`src/rtl/mem_access_stage.sv`:
```
// MEM pipeline stage: holds the EX result in stage register S and runs a stall-based
// handshake to the data memory. Define MEM_TIMEOUT_EN to add a TIMEOUT_CYCLES WAIT watchdog.
//
// state | meaning
// IDLE  | S holds an op; non-memory ops pass through, aligned memory ops start a request
// WAIT  | request held on the memory port, pipeline stalled until memReady (or timeout)
// RESP  | response presented from D, pipeline released
module mem_access_stage #(
    parameter int unsigned TIMEOUT_CYCLES = 15
) (
    input  logic        clk,
    input  logic        rst,
    input  logic        RegWrite,
    input  logic [1:0]  MemToReg,
    input  logic [4:0]  RegDst,
    input  logic        MemRead,
    input  logic        MemWrite,
    input  logic [31:0] aluResult,
    input  logic [31:0] writeData,
    input  logic [31:0] adderPcOut,
    input  logic        inValid,
    output logic        stall,
    output logic        memReq,
    output logic        memWe,
    output logic [31:0] memAddr,
    output logic [31:0] memWData,
    input  logic [31:0] memRData,
    input  logic        memReady,
    output logic        RegWriteMEM,
    output logic [1:0]  MemToRegMEM,
    output logic [4:0]  RegDstMEM,
    output logic [31:0] memoryDataMEM,
    output logic [31:0] aluResultMEM,
    output logic [31:0] adderPcOutMEM,
    output logic        alignErr,
    output logic        memErr
);

    typedef enum logic [1:0] {
        IDLE = 2'd0,
        WAIT = 2'd1,
        RESP = 2'd2
    } stateT;

    stateT       state;
    stateT       stateNext;

    logic        sValid;
    logic        sRegWrite;
    logic [1:0]  sMemToReg;
    logic [4:0]  sRegDst;
    logic        sMemRead;
    logic        sMemWrite;
    logic [31:0] sAlu;
    logic [31:0] sWData;
    logic [31:0] sPc;
    logic [31:0] dataReg;

    logic        memOp;
    logic        aligned;
    logic        timeoutHit;
    logic        timedOut;

    assign memOp   = sValid & (sMemRead | sMemWrite);
    assign aligned = (sAlu[1:0] == 2'b00);

    always_ff @(posedge clk or negedge rst) begin
        if (!rst) begin
            sValid    <= 1'b0;
            sRegWrite <= 1'b0;
            sMemToReg <= '0;
            sRegDst   <= '0;
            sMemRead  <= 1'b0;
            sMemWrite <= 1'b0;
            sAlu      <= '0;
            sWData    <= '0;
            sPc       <= '0;
        end else if (!stall) begin
            sValid    <= inValid;
            sRegWrite <= RegWrite;
            sMemToReg <= MemToReg;
            sRegDst   <= RegDst;
            sMemRead  <= MemRead;
            sMemWrite <= MemWrite;
            sAlu      <= aluResult;
            sWData    <= writeData;
            sPc       <= adderPcOut;
        end
    end

`ifdef MEM_TIMEOUT_EN
    localparam int CntW = ($clog2(TIMEOUT_CYCLES + 1) > 4) ? $clog2(TIMEOUT_CYCLES + 1) : 4;

    logic [CntW-1:0] waitCnt;

    // waitCnt counts completed WAIT cycles, so the last allowed cycle sees TIMEOUT_CYCLES-1
    assign timeoutHit = (state == WAIT) && !memReady &&
                        (waitCnt == CntW'(TIMEOUT_CYCLES - 1));

    always_ff @(posedge clk or negedge rst) begin
        if (!rst) begin
            waitCnt  <= '0;
            timedOut <= 1'b0;
        end else begin
            if (state == WAIT) begin
                waitCnt  <= waitCnt + 1'b1;
                timedOut <= timeoutHit;
            end else begin
                waitCnt  <= '0;
            end
        end
    end

    assign memErr = (state == RESP) & timedOut;
`else
    assign timeoutHit = 1'b0;
    assign timedOut   = 1'b0;
    assign memErr     = 1'b0;
`endif

    // A combined read+write is a write, so its response data is forced to zero
    always_ff @(posedge clk or negedge rst) begin
        if (!rst) begin
            dataReg <= '0;
        end else if (state == WAIT) begin
            if (memReady) begin
                dataReg <= sMemWrite ? 32'h0 : memRData;
            end else if (timeoutHit) begin
                dataReg <= 32'hDEADBEEF;
            end
        end
    end

    always_ff @(posedge clk or negedge rst) begin
        if (!rst) begin
            state <= IDLE;
        end else begin
            state <= stateNext;
        end
    end

    always_comb begin
        stateNext     = state;
        stall         = 1'b0;
        memReq        = 1'b0;
        alignErr      = 1'b0;
        RegWriteMEM   = 1'b0;
        memoryDataMEM = '0;
        case (state)
            IDLE: begin
                if (memOp) begin
                    if (aligned) begin
                        stall     = 1'b1;
                        stateNext = WAIT;
                    end else begin
                        alignErr  = 1'b1;
                    end
                end else begin
                    RegWriteMEM = sValid & sRegWrite;
                end
            end
            WAIT: begin
                stall  = 1'b1;
                memReq = 1'b1;
                if (memReady || timeoutHit) begin
                    stateNext = RESP;
                end
            end
            RESP: begin
                RegWriteMEM   = sValid & sRegWrite & ~timedOut;
                memoryDataMEM = dataReg;
                stateNext     = IDLE;
            end
            default: begin
                stateNext = IDLE;
            end
        endcase
    end

    assign memWe    = memReq & sMemWrite;
    assign memAddr  = memReq ? sAlu : 32'h0;
    assign memWData = memReq ? sWData : 32'h0;

    assign MemToRegMEM   = sMemToReg;
    assign RegDstMEM     = sRegDst;
    assign aluResultMEM  = sAlu;
    assign adderPcOutMEM = sPc;

endmodule

```
`config.mk`:
```
export PLATFORM = sky130hd
export DESIGN_NAME = mem_access_stage
export DESIGN_NICKNAME = d
export VERILOG_FILES = /design/src/rtl/mem_access_stage.sv
export SDC_FILE = /design/constraint.sdc
export NUM_CORES = 1
export LEC_CHECK = 0
export BUFFER_PORTS_ARGS = -buffer_cell sky130_fd_sc_hd__buf_2
export CORE_MARGIN = 3
export CORE_UTILIZATION = 46
export DETAILED_ROUTE_END_ITERATION = 6
export HOLD_SLACK_MARGIN = 0.08
export MAX_ROUTING_LAYER = met4
export PLACE_DENSITY = 0.81
export SLEW_MARGIN = 10
export SYNTH_ARGS = -nofsm -noshare
export SYNTH_HDL_FRONTEND = slang
export SYNTH_SLANG_ARGS = --single-unit
```
`constraint.sdc`:
```
create_clock -name clk -period 2 [get_ports clk]
set_input_delay 0.4 -clock clk [delete_from_list [all_inputs] [get_ports clk]]
set_output_delay 0.4 -clock clk [all_outputs]
set_load 0.01 [all_outputs]
```
---- Word-level counts from Yosys, hierarchy flattened ----
Cells that the tools add are included.
word-level totals
  logic and storage cells ................. 41
  input bits .............................. 142
  flip-flop bits (word level) ............. 141
  output and inout port bits .............. 173
cells by class
  bitwise gates (word level) .............. 4
  mux-type cells .......................... 17
  reductions and logical operators ........ 4
  equality and inequality tests ........... 5
operators by type and width
  cell                                                  number
  2-to-1 mux 32 bit                                     4
  2-to-1 mux 1 bit                                      7
  2-to-1 mux 2 bit                                      3
  inequality test 2 bit (second input constant)         3
  zero test 2 bit                                       2
  one-hot mux 1 bit (2 select lines)                    2
  one-hot mux 2 bit (2 select lines)                    1
  bitwise AND 1 bit                                     3
  AND reduction 3 bit                                   1
  equality test 2 x 1 -> 1 bit (second input constant)  1
  equality test 2 bit (second input constant)           1
  AND reduction 2 bit                                   1
  bitwise OR 1 bit                                      1

---- Longest topological paths before layout ----
Gate-level depths: netlist of the first run.
  word-level depth ........................ 4
  depth in mapped cells ................... 5
  mapped depth without buffers ............ 4

---- Worst setup path after synthesis of the first run ----
OpenSTA, ideal clock, no wires.
  kind .................................... register -> register
  start point ............................. reg state[1]
  end point ............................... reg sAlu[2], in the netlist aluResultMEM[2]
  required time ........................... 1.873 ns
  arrival time ............................ 1.641 ns
  buffers on the path ..................... 2
  cell stages (with the launch flop) ...... 6
  setup slack ............................. 0.232 ns
  period minus slack after synthesis ...... 1.768 ns
  setup time .............................. 0.127 ns
  cells stage by stage .................... dfrtp_1 -> nand2b_1 -> o41ai_4 -> buf_4 -> buf_6 -> mux2_1
on the way
  cells in the longest elaborated chain, start to end .. 2
  elaborated cells on any way between the ends .. 3
  classes of those cells .................. eq/ne: 1; mux: 1; reduce/logical: 1
ends and longest elaborated chain
  element                                                          RTL line  text
  start, declared                                                  45        stateT state;
  start signal, assigned                                           138       state <= stateNext;
  equality test 2 x 1 -> 1 bit or zero test 2 bit (tied branches)  149       case (state)
  one-hot mux 1 bit (2 select lines) *                             149
  named net stall                                                  22        output logic stall,
  end signal, assigned                                             85        sAlu <= aluResult;
  end, declared                                                    54        logic [31:0] sAlu;
The timed path passes the listed nets; every way through them passes the cells marked *.
A chain may end at the register's enable or synchronous reset.

---- Final worst setup path of the first run ----
  start point ............................. reg state[1]
  end point ............................... out stall
on the way
  cells in the longest elaborated chain, start to end .. 2
  elaborated cells on any way between the ends .. 3
  classes of those cells .................. eq/ne: 1; mux: 1; reduce/logical: 1
ends and longest elaborated chain
  element                                                          RTL line
  equality test 2 x 1 -> 1 bit or zero test 2 bit (tied branches)  149
  one-hot mux 1 bit (2 select lines) *                             149
  end, declared                                                    22
Mark *: on every way between the ends. The rest lies on a longest branch, timed or not.

==> results of run 1 <==
[flip-flops by register name (all words and copies together), names as in the netlist]
name           count
sValid             1
state              2
aluResultMEM      32
adderPcOutMEM     32
MemToRegMEM        2
RegDstMEM          5
dataReg           32
sMemWrite          1
sMemRead           1
sRegWrite          1
sWData            32
[worst register-to-register path, stage by stage, from the launching register on]
cell and delay [ns]:
dfrtp_1 0.41, nand2b_4 0.18, o41ai_4 0.36, buf_12 0.15
buf_6 0.19, buf_12 0.19, mux2_1 0.35
[synth_stat cells, types with 2 or more instances]
| library cell | instances | area [um^2] |
|---|---|---|
| nor2_1 | 2 | 7.51 |
| nand2_1 | 34 | 128 |
| mux2_2 | 55 | 619 |
| clkbuf_1 | 20 | 75.1 |
| a31o_2 | 2 | 17.5 |
| buf_6 | 5 | 56.3 |
| mux2_1 | 49 | 552 |
| buf_4 | 2 | 15.0 |
| inv_1 | 3 | 11.3 |
| o21ai_0 | 32 | 160 |
| buf_2 | 5 | 25.0 |
| and2_1 | 97 | 607 |
| dfrtp_1 | 141 | 3530 |
| nand2b_1 | 34 | 213 |
[metal layers]
metal  part of all wire (%)  wire [um]  track usage, %
met5                      0          0               -
met1                     37       6700            26.5
met2                     52       9440            42.2
met3                    7.8       1410            7.74
met4                    2.5        448            8.71
[power groups by stage]
stage	combinational, uW	sequential, uW	clock, uW
floorplan	2860	5170	0
global placement	5220	4900	0
finish	6160	5040	3160
CTS	5600	4990	3220
detailed placement	5410	5000	0
global route	6610	5200	3360
[area by class of cell]
| type | instances | area, um^2 |
|---|---|---|
| Fill cell | 870 | 3650 |
| Sequential cell | 141 | 3530 |
| Inverter | 3 | 23.8 |
| Clock buffer | 19 | 443 |
| Timing Repair Buffer | 341 | 2260 |
| Multi-Input combinational cell | 314 | 2500 |
| Clock inverter | 11 | 144 |
| Tap cell | 172 | 215 |
| Antenna cell | 1 | 2.50 |
[timing repair]
action,in CTS,in global routing
hold buffers,1,0
gates resized for setup,14,87
setup buffers,3,0
gates cloned,1,6
hold endpoints to repair,43,0
pin swaps,1,22
setup endpoints to repair,70,119
[stage by stage]
| stage | util, % | total power, uW | setup TNS (ns) |
|---|---|---|---|
| after floorplan | - | 8030 | 0 |
| after CTS | 67.8 | 13800 | -1.12 |
| after global placement | 62.4 | 10100 | 0 |
| final | 71.4 | 14400 | -0.00557 |
| after global routing | 71.4 | 15200 | -4.12 |
| after detailed placement | 62.4 | 10400 | 0 |
[worst min path at each step]
stage | from | end | slack (ns) | cells after the start
2_1_floorplan | rst | MemToRegMEM[0]$_DFFE_PN0N_ | 0.10 | 0
3_3_place_gp | rst | dataReg[15]$_DFFE_PN0P_ | 0.35 | 1
3_5_place_dp | rst | dataReg[15]$_DFFE_PN0P_ | 0.36 | 1
4_1_cts | writeData[16] | sWData[16]$_DFFE_PN0N_ | 0.17 | 2
5_1_grt | adderPcOut[30] | adderPcOutMEM[30]$_DFFE_PN0N_ | 0.17 | 2
6_report | adderPcOut[24] | adderPcOutMEM[24]$_DFFE_PN0N_ | 0.19 | 2
[logic make-up after synthesis]
group / synth area share [%]
buffers and inverters: 3.00
muxes: 19.2
AOI/OAI and AO/OA: 3.65
and+or+nand+nor: 16.2
DFF: 57.9
other: 0.0615
==> impl_results.md, run 1 <==
* Outcome: complete, but fails checks
* Violated checks: negative setup slack
* Switch Pwr at 4860 uW
* Final instance area at 9120 um^2
* Sequential Power Share at 35.1%
* Initial Utilization at a little under half
* Post-Syn Instances at a little under 500
* Top-Level Pins at between 300 and 400
* DP Wirelength at around 13,000 um
* Initial antenna violation count at 1
* Most frequent cells in the layout: buf_2 (275), dfrtp_1 (140), and2_1 (57), mux2_2 (55), mux2_1 (49)
* Final hold viol count at 0
* Worst setup path start: state[1]$_DFFE_PN0P_
* Clk sinks at ~140
* Most used DFF post-synth: dfrtp_1
* Final instance count without filler cells at roughly 1.0k
* Worst flop-to-flop path endpoint: sWData[6]$_DFFE_PN0N_
* Row Count at a little over 40
* Worst R2R Setup Slack at approximately 0.06 ns
* Clock latency on the worst-skew pair at 0.42 ns
* WHS at 0.187 ns
* Slowest CP cell: dfrtp_1
* DRC at 0
* Sw frac at approximately a third
* Max incr delay on CP at a little over 0.4 ns
* Clock Root Buffer: clkbuf_16
* Async SR Flop Fraction at 100%
* Post-synthesis sequential area ratio at between 50% and 60%
* Avg Inst Size Synth at 12.4 um^2
* Setup crit end: stall
* CP Cell Sequence: nand2b_4, o41ai_4, buf_12, buf_6
* VDD IR max at approximately 0.9 mV
* Slew Viols, Final at 0
* CTS tree: done
* Vias at 4,908
* Placed cell area at between 7000 and 8000 um^2
* Synth Cell Area at between 6000 and 7000 um^2
* Full die area at 14,700 um^2
* Max-capacitance violation count at 0
* IO buf count at about 310
* Grt ovf at 0
* Startpoint types: flip-flop
* Clk slew on worst S/H paths at approximately 0.060 ns
* Total CTS buffers at 17
* Hold WC Path Type: in -> reg
* Area Overhead vs Synth at 49.7%
* Power Internal at between 9000 and 10,000 uW
* Setup violations, final at 1
* Clock share of power at ~22%
* Longest Clk Path Bufs at 2
* R2r worst-path depth at 6
* DRT Pass-1 Iters at 4
* Total global-route track usage at 24.4%
* Final wirelength at between 15,000 and 20,000 um
* Fin crit share at 100%
* Clk_skew at 0.00929 ns
* Crit-path max FO at 5
* Largest net degree at the start of global routing at between 60 and 70
* CORE AREA at ~13,000 um^2
* Final WS setup at -0.00557 ns
* Vias in the first global route at a little over 5k
* Die H at about 120 um
* Critical path class: reg -> out
* Drt wl/cell at 18.0 um
* Post-synthesis register bit count at between 100 and 150
* Worst slack, placed at about 0.084 ns
* Fin crit period at approximately 2 ns
* Buf/Inv on CP at 2
* Comb pwr share at between 40 and 50%
* RSZ-0062 raised after global routing: yes
* Syn_nets at ~630
* Vias per cell at roughly 5
* Crit path DAT at roughly 1.6 ns
* Critical Path End Type: primary output
* Power Dens Cells at 1570 nW/um^2
* Crit path depth at 4
* WP data required at around 1.6 ns
* CP top delay family: flip-flops
* Achievable Freq at roughly 500 MHz
* Synth cell types at 23
* First-pass GRT wire length at ~26,000 um
* Number of synthesized flops with an enable pin at 0
* Leak at between 0.004 and 0.005 uW
* Routability cong. at roughly 0.8
* Net count, final at 960
* Die Wd at about 120 um
* Antenna-violating nets left at 0
* Placed cells at 960
* Most common cell after layout, fill and taps aside: buf_2
* Initial DRC Count at 270
* Share of layout cells above drive strength 1 at between 50% and 60%
* H-tree Lvls at 4
* Reg2reg start: state[1]$_DFFE_PN0P_
* Number of synthesis warnings at 0
No activity file was read; power rests on OpenSTA's default activity.
==> run 2, diff against run 1 <==
--- a/config.mk
+++ b/config.mk
@@ -12,7 +12,9 @@
 export HOLD_SLACK_MARGIN = 0.08
 export MAX_ROUTING_LAYER = met4
 export PLACE_DENSITY = 0.81
+export RECOVER_POWER = 50
 export SLEW_MARGIN = 10
 export SYNTH_ARGS = -nofsm -noshare
 export SYNTH_HDL_FRONTEND = slang
 export SYNTH_SLANG_ARGS = --single-unit
+export TNS_END_PERCENT = 50
==> run 2 against run 1 <==
  * The flow still finishes with violations (negative setup slack)
  * Non-clock buffer count fell by 4
  * Core utilization down 3.0 points
  * Clock power hardly changed
  * Wire length is 3.5% lower
  * Cell count decreased by 0.40%
  * Critical endpoint unchanged
  * Largest power group unchanged
  * Highest routed layer unchanged
==> impl_results.md, run 2 (same netlist as run 1, synthesis figures left out) <==
* Achievable Freq at a little under 500 MHz
* RSZ-0062 raised after global routing: yes
* Hold WC Path Type: in -> reg
* Max incr delay on CP at 0.41 ns
* DRC at 0
* Vias in the first global route at 5,101
* Drt wl/cell at about 17 um
* Clock share of power at between 20% and 30%
* Buf/Inv on CP at 2
* Fin crit share at 101%
* Power Dens Cells at about 1600 nW/um^2
* Fill cell count at between 900 and 1k
* Clk_skew at 0.00960 ns
* WP data required at roughly 1.6 ns
* Vias per cell at around 4.8
* Critical path class: reg -> out
* DP Wirelength at roughly 13,000 um
* First-pass GRT wire length at ~26,000 um
* Grt ovf at 0
* Vias at 4,834
* CORE AREA at about 13,000 um^2
* Row Count at between 40 and 50
* Initial Utilization at 47.7%
* Final hold viol count at 0
* Worst slack, placed at about 0.084 ns
* Startpoint types: flip-flop
* Violated checks: negative setup slack
* Critical Path End Type: primary output
* Sw frac at about a third
* Full die area at approximately 15,000 um^2
* Crit-path max FO at 5
* Clock latency on the worst-skew pair at 0.42 ns
* Comb pwr share at 40.9%
* Total CTS buffers at 17
* Antenna-violating nets left at 0
* Total global-route track usage at 24.4%
* Routability cong. at 0.801
* Share of layout cells above drive strength 1 at a little over half
* H-tree Lvls at 4
* Final wirelength at approximately 17,000 um
* Initial antenna violation count at 1
* IO buf count at roughly 310
* CP Cell Sequence: nand2b_4, o41ai_4, buf_12, buf_6
* Clk sinks at around 140
* Leak at between 0.004 and 0.005 uW
* Initial DRC Count at about 220
* Clock Root Buffer: clkbuf_16
* Area Overhead vs Synth at 43.3%
* VDD IR max at approximately 0.91 mV
* Crit path DAT at 1.61 ns
* Slowest CP cell: dfrtp_1
* CP top delay family: flip-flops
* Net count, final at approximately 960
* Top-Level Pins at between 300 and 400
* Slew Viols, Final at 0
* CTS tree: done
* Clk slew on worst S/H paths at 0.06 ns
* Power Internal at a little over 9000 uW
* Outcome: complete, but fails checks
* Max-capacitance violation count at 0
* DRT Pass-1 Iters at 4
* Final WS setup at -0.0126 ns
* Die Wd at 121 um
* Switch Pwr at 4720 uW
* Fin crit period at slightly above 2 ns
* Most frequent cells in the layout: buf_2 (298), dfrtp_1 (140), and2_1 (87), mux2_2 (55), mux2_1 (49)
* Largest net degree at the start of global routing at 65
* Sequential Power Share at between 30 and 40%
* Relative slew margins at roughly 22%
* Most common cell after layout, fill and taps aside: buf_2
* Longest Clk Path Bufs at 2
* WHS at approximately 0.19 ns
* Worst-margin pin slew at 1.17 ns
* Die H at approximately 120 um
* Setup violations, final at 1
run 2: cell types whose count changed in the layout (fill, tap and decap cells not counted), sizes merged:
cell,previous run,this run
buf,336,327
clkbuf,23,28
inv,3,4
clkinv,4,3
run 2: layout make-up:
cell class	instances	area, um^2	area share [%]
inverter	3	18.8	0.215
tap	172	215	2.46
clock buffer	19	443	5.07
multi-input combinational	314	2430	27.8
timing repair buffer	337	1960	22.4
antenna	1	2.50	0.0286
sequential	141	3530	40.4
clock inverter	11	144	1.65
run 2: timing repair:
action / in CTS / in global routing
gates resized for setup: 14 / 24
gates cloned: 1 / 2
hold buffers: 1 / 0
setup buffers: 3 / 0
pin swaps: 1 / 1
hold endpoints to repair: 43 / 0
endpoints found under the setup margin: 70 / 119
run 2: final timing paths:
path                                            endpoint  slack [ns]  cells past startpoint                     from
min in group asynchronous        dataReg[15]$_DFFE_PN0P_        0.74                      2                      rst
setup reg to reg             aluResultMEM[9]$_DFFE_PN0N_        0.06                      6     state[1]$_DFFE_PN0P_
hold reg to reg                  dataReg[31]$_DFFE_PN0P_        0.47                      2  dataReg[31]$_DFFE_PN0P_
setup / recovery                                   stall       -0.01                      4     state[1]$_DFFE_PN0P_
hold / removal             adderPcOutMEM[16]$_DFFE_PN0N_        0.19                      2           adderPcOut[16]
max in group asynchronous  adderPcOutMEM[21]$_DFFE_PN0N_        0.29                      3                      rst
run 2: metrics by stage:
stage / setup TNS (ns) / total power, uW / instance area (um^2) / cells / utilization [%]
after floorplan: 0 / 8030 / 6100 / 490 / -
final: -0.0126 / 13800 / 8740 / 998 / 68.4
after global placement: 0 / 10100 / 7970 / 960 / 62.4
after global routing: -2.04 / 14600 / 8740 / 998 / 68.4
after detailed placement: 0 / 10400 / 7970 / 960 / 62.4
after CTS: -1.12 / 13800 / 8660 / 995 / 67.8
run 2: layer usage:
metal	up-vias	track usage [%]	routed length, um
met5	-	-	0
met4	0	8.71	402
met3	33	7.74	1440
met2	219	42.3	9120
met1	2312	26.4	6410
li1	2270	-	-
run 2: power groups by stage:
| stage | Clock, uW | Sequential (uW) | Combinational [uW] |
|---|---|---|---|
| 4_1_cts | 3220 | 4990 | 5600 |
| 2_1_floorplan | 0 | 5170 | 2860 |
| 3_5_place_dp | 0 | 5000 | 5410 |
| 6_report | 3160 | 5010 | 5660 |
| 3_3_place_gp | 0 | 4900 | 5220 |
| 5_1_grt | 3360 | 5180 | 6110 |
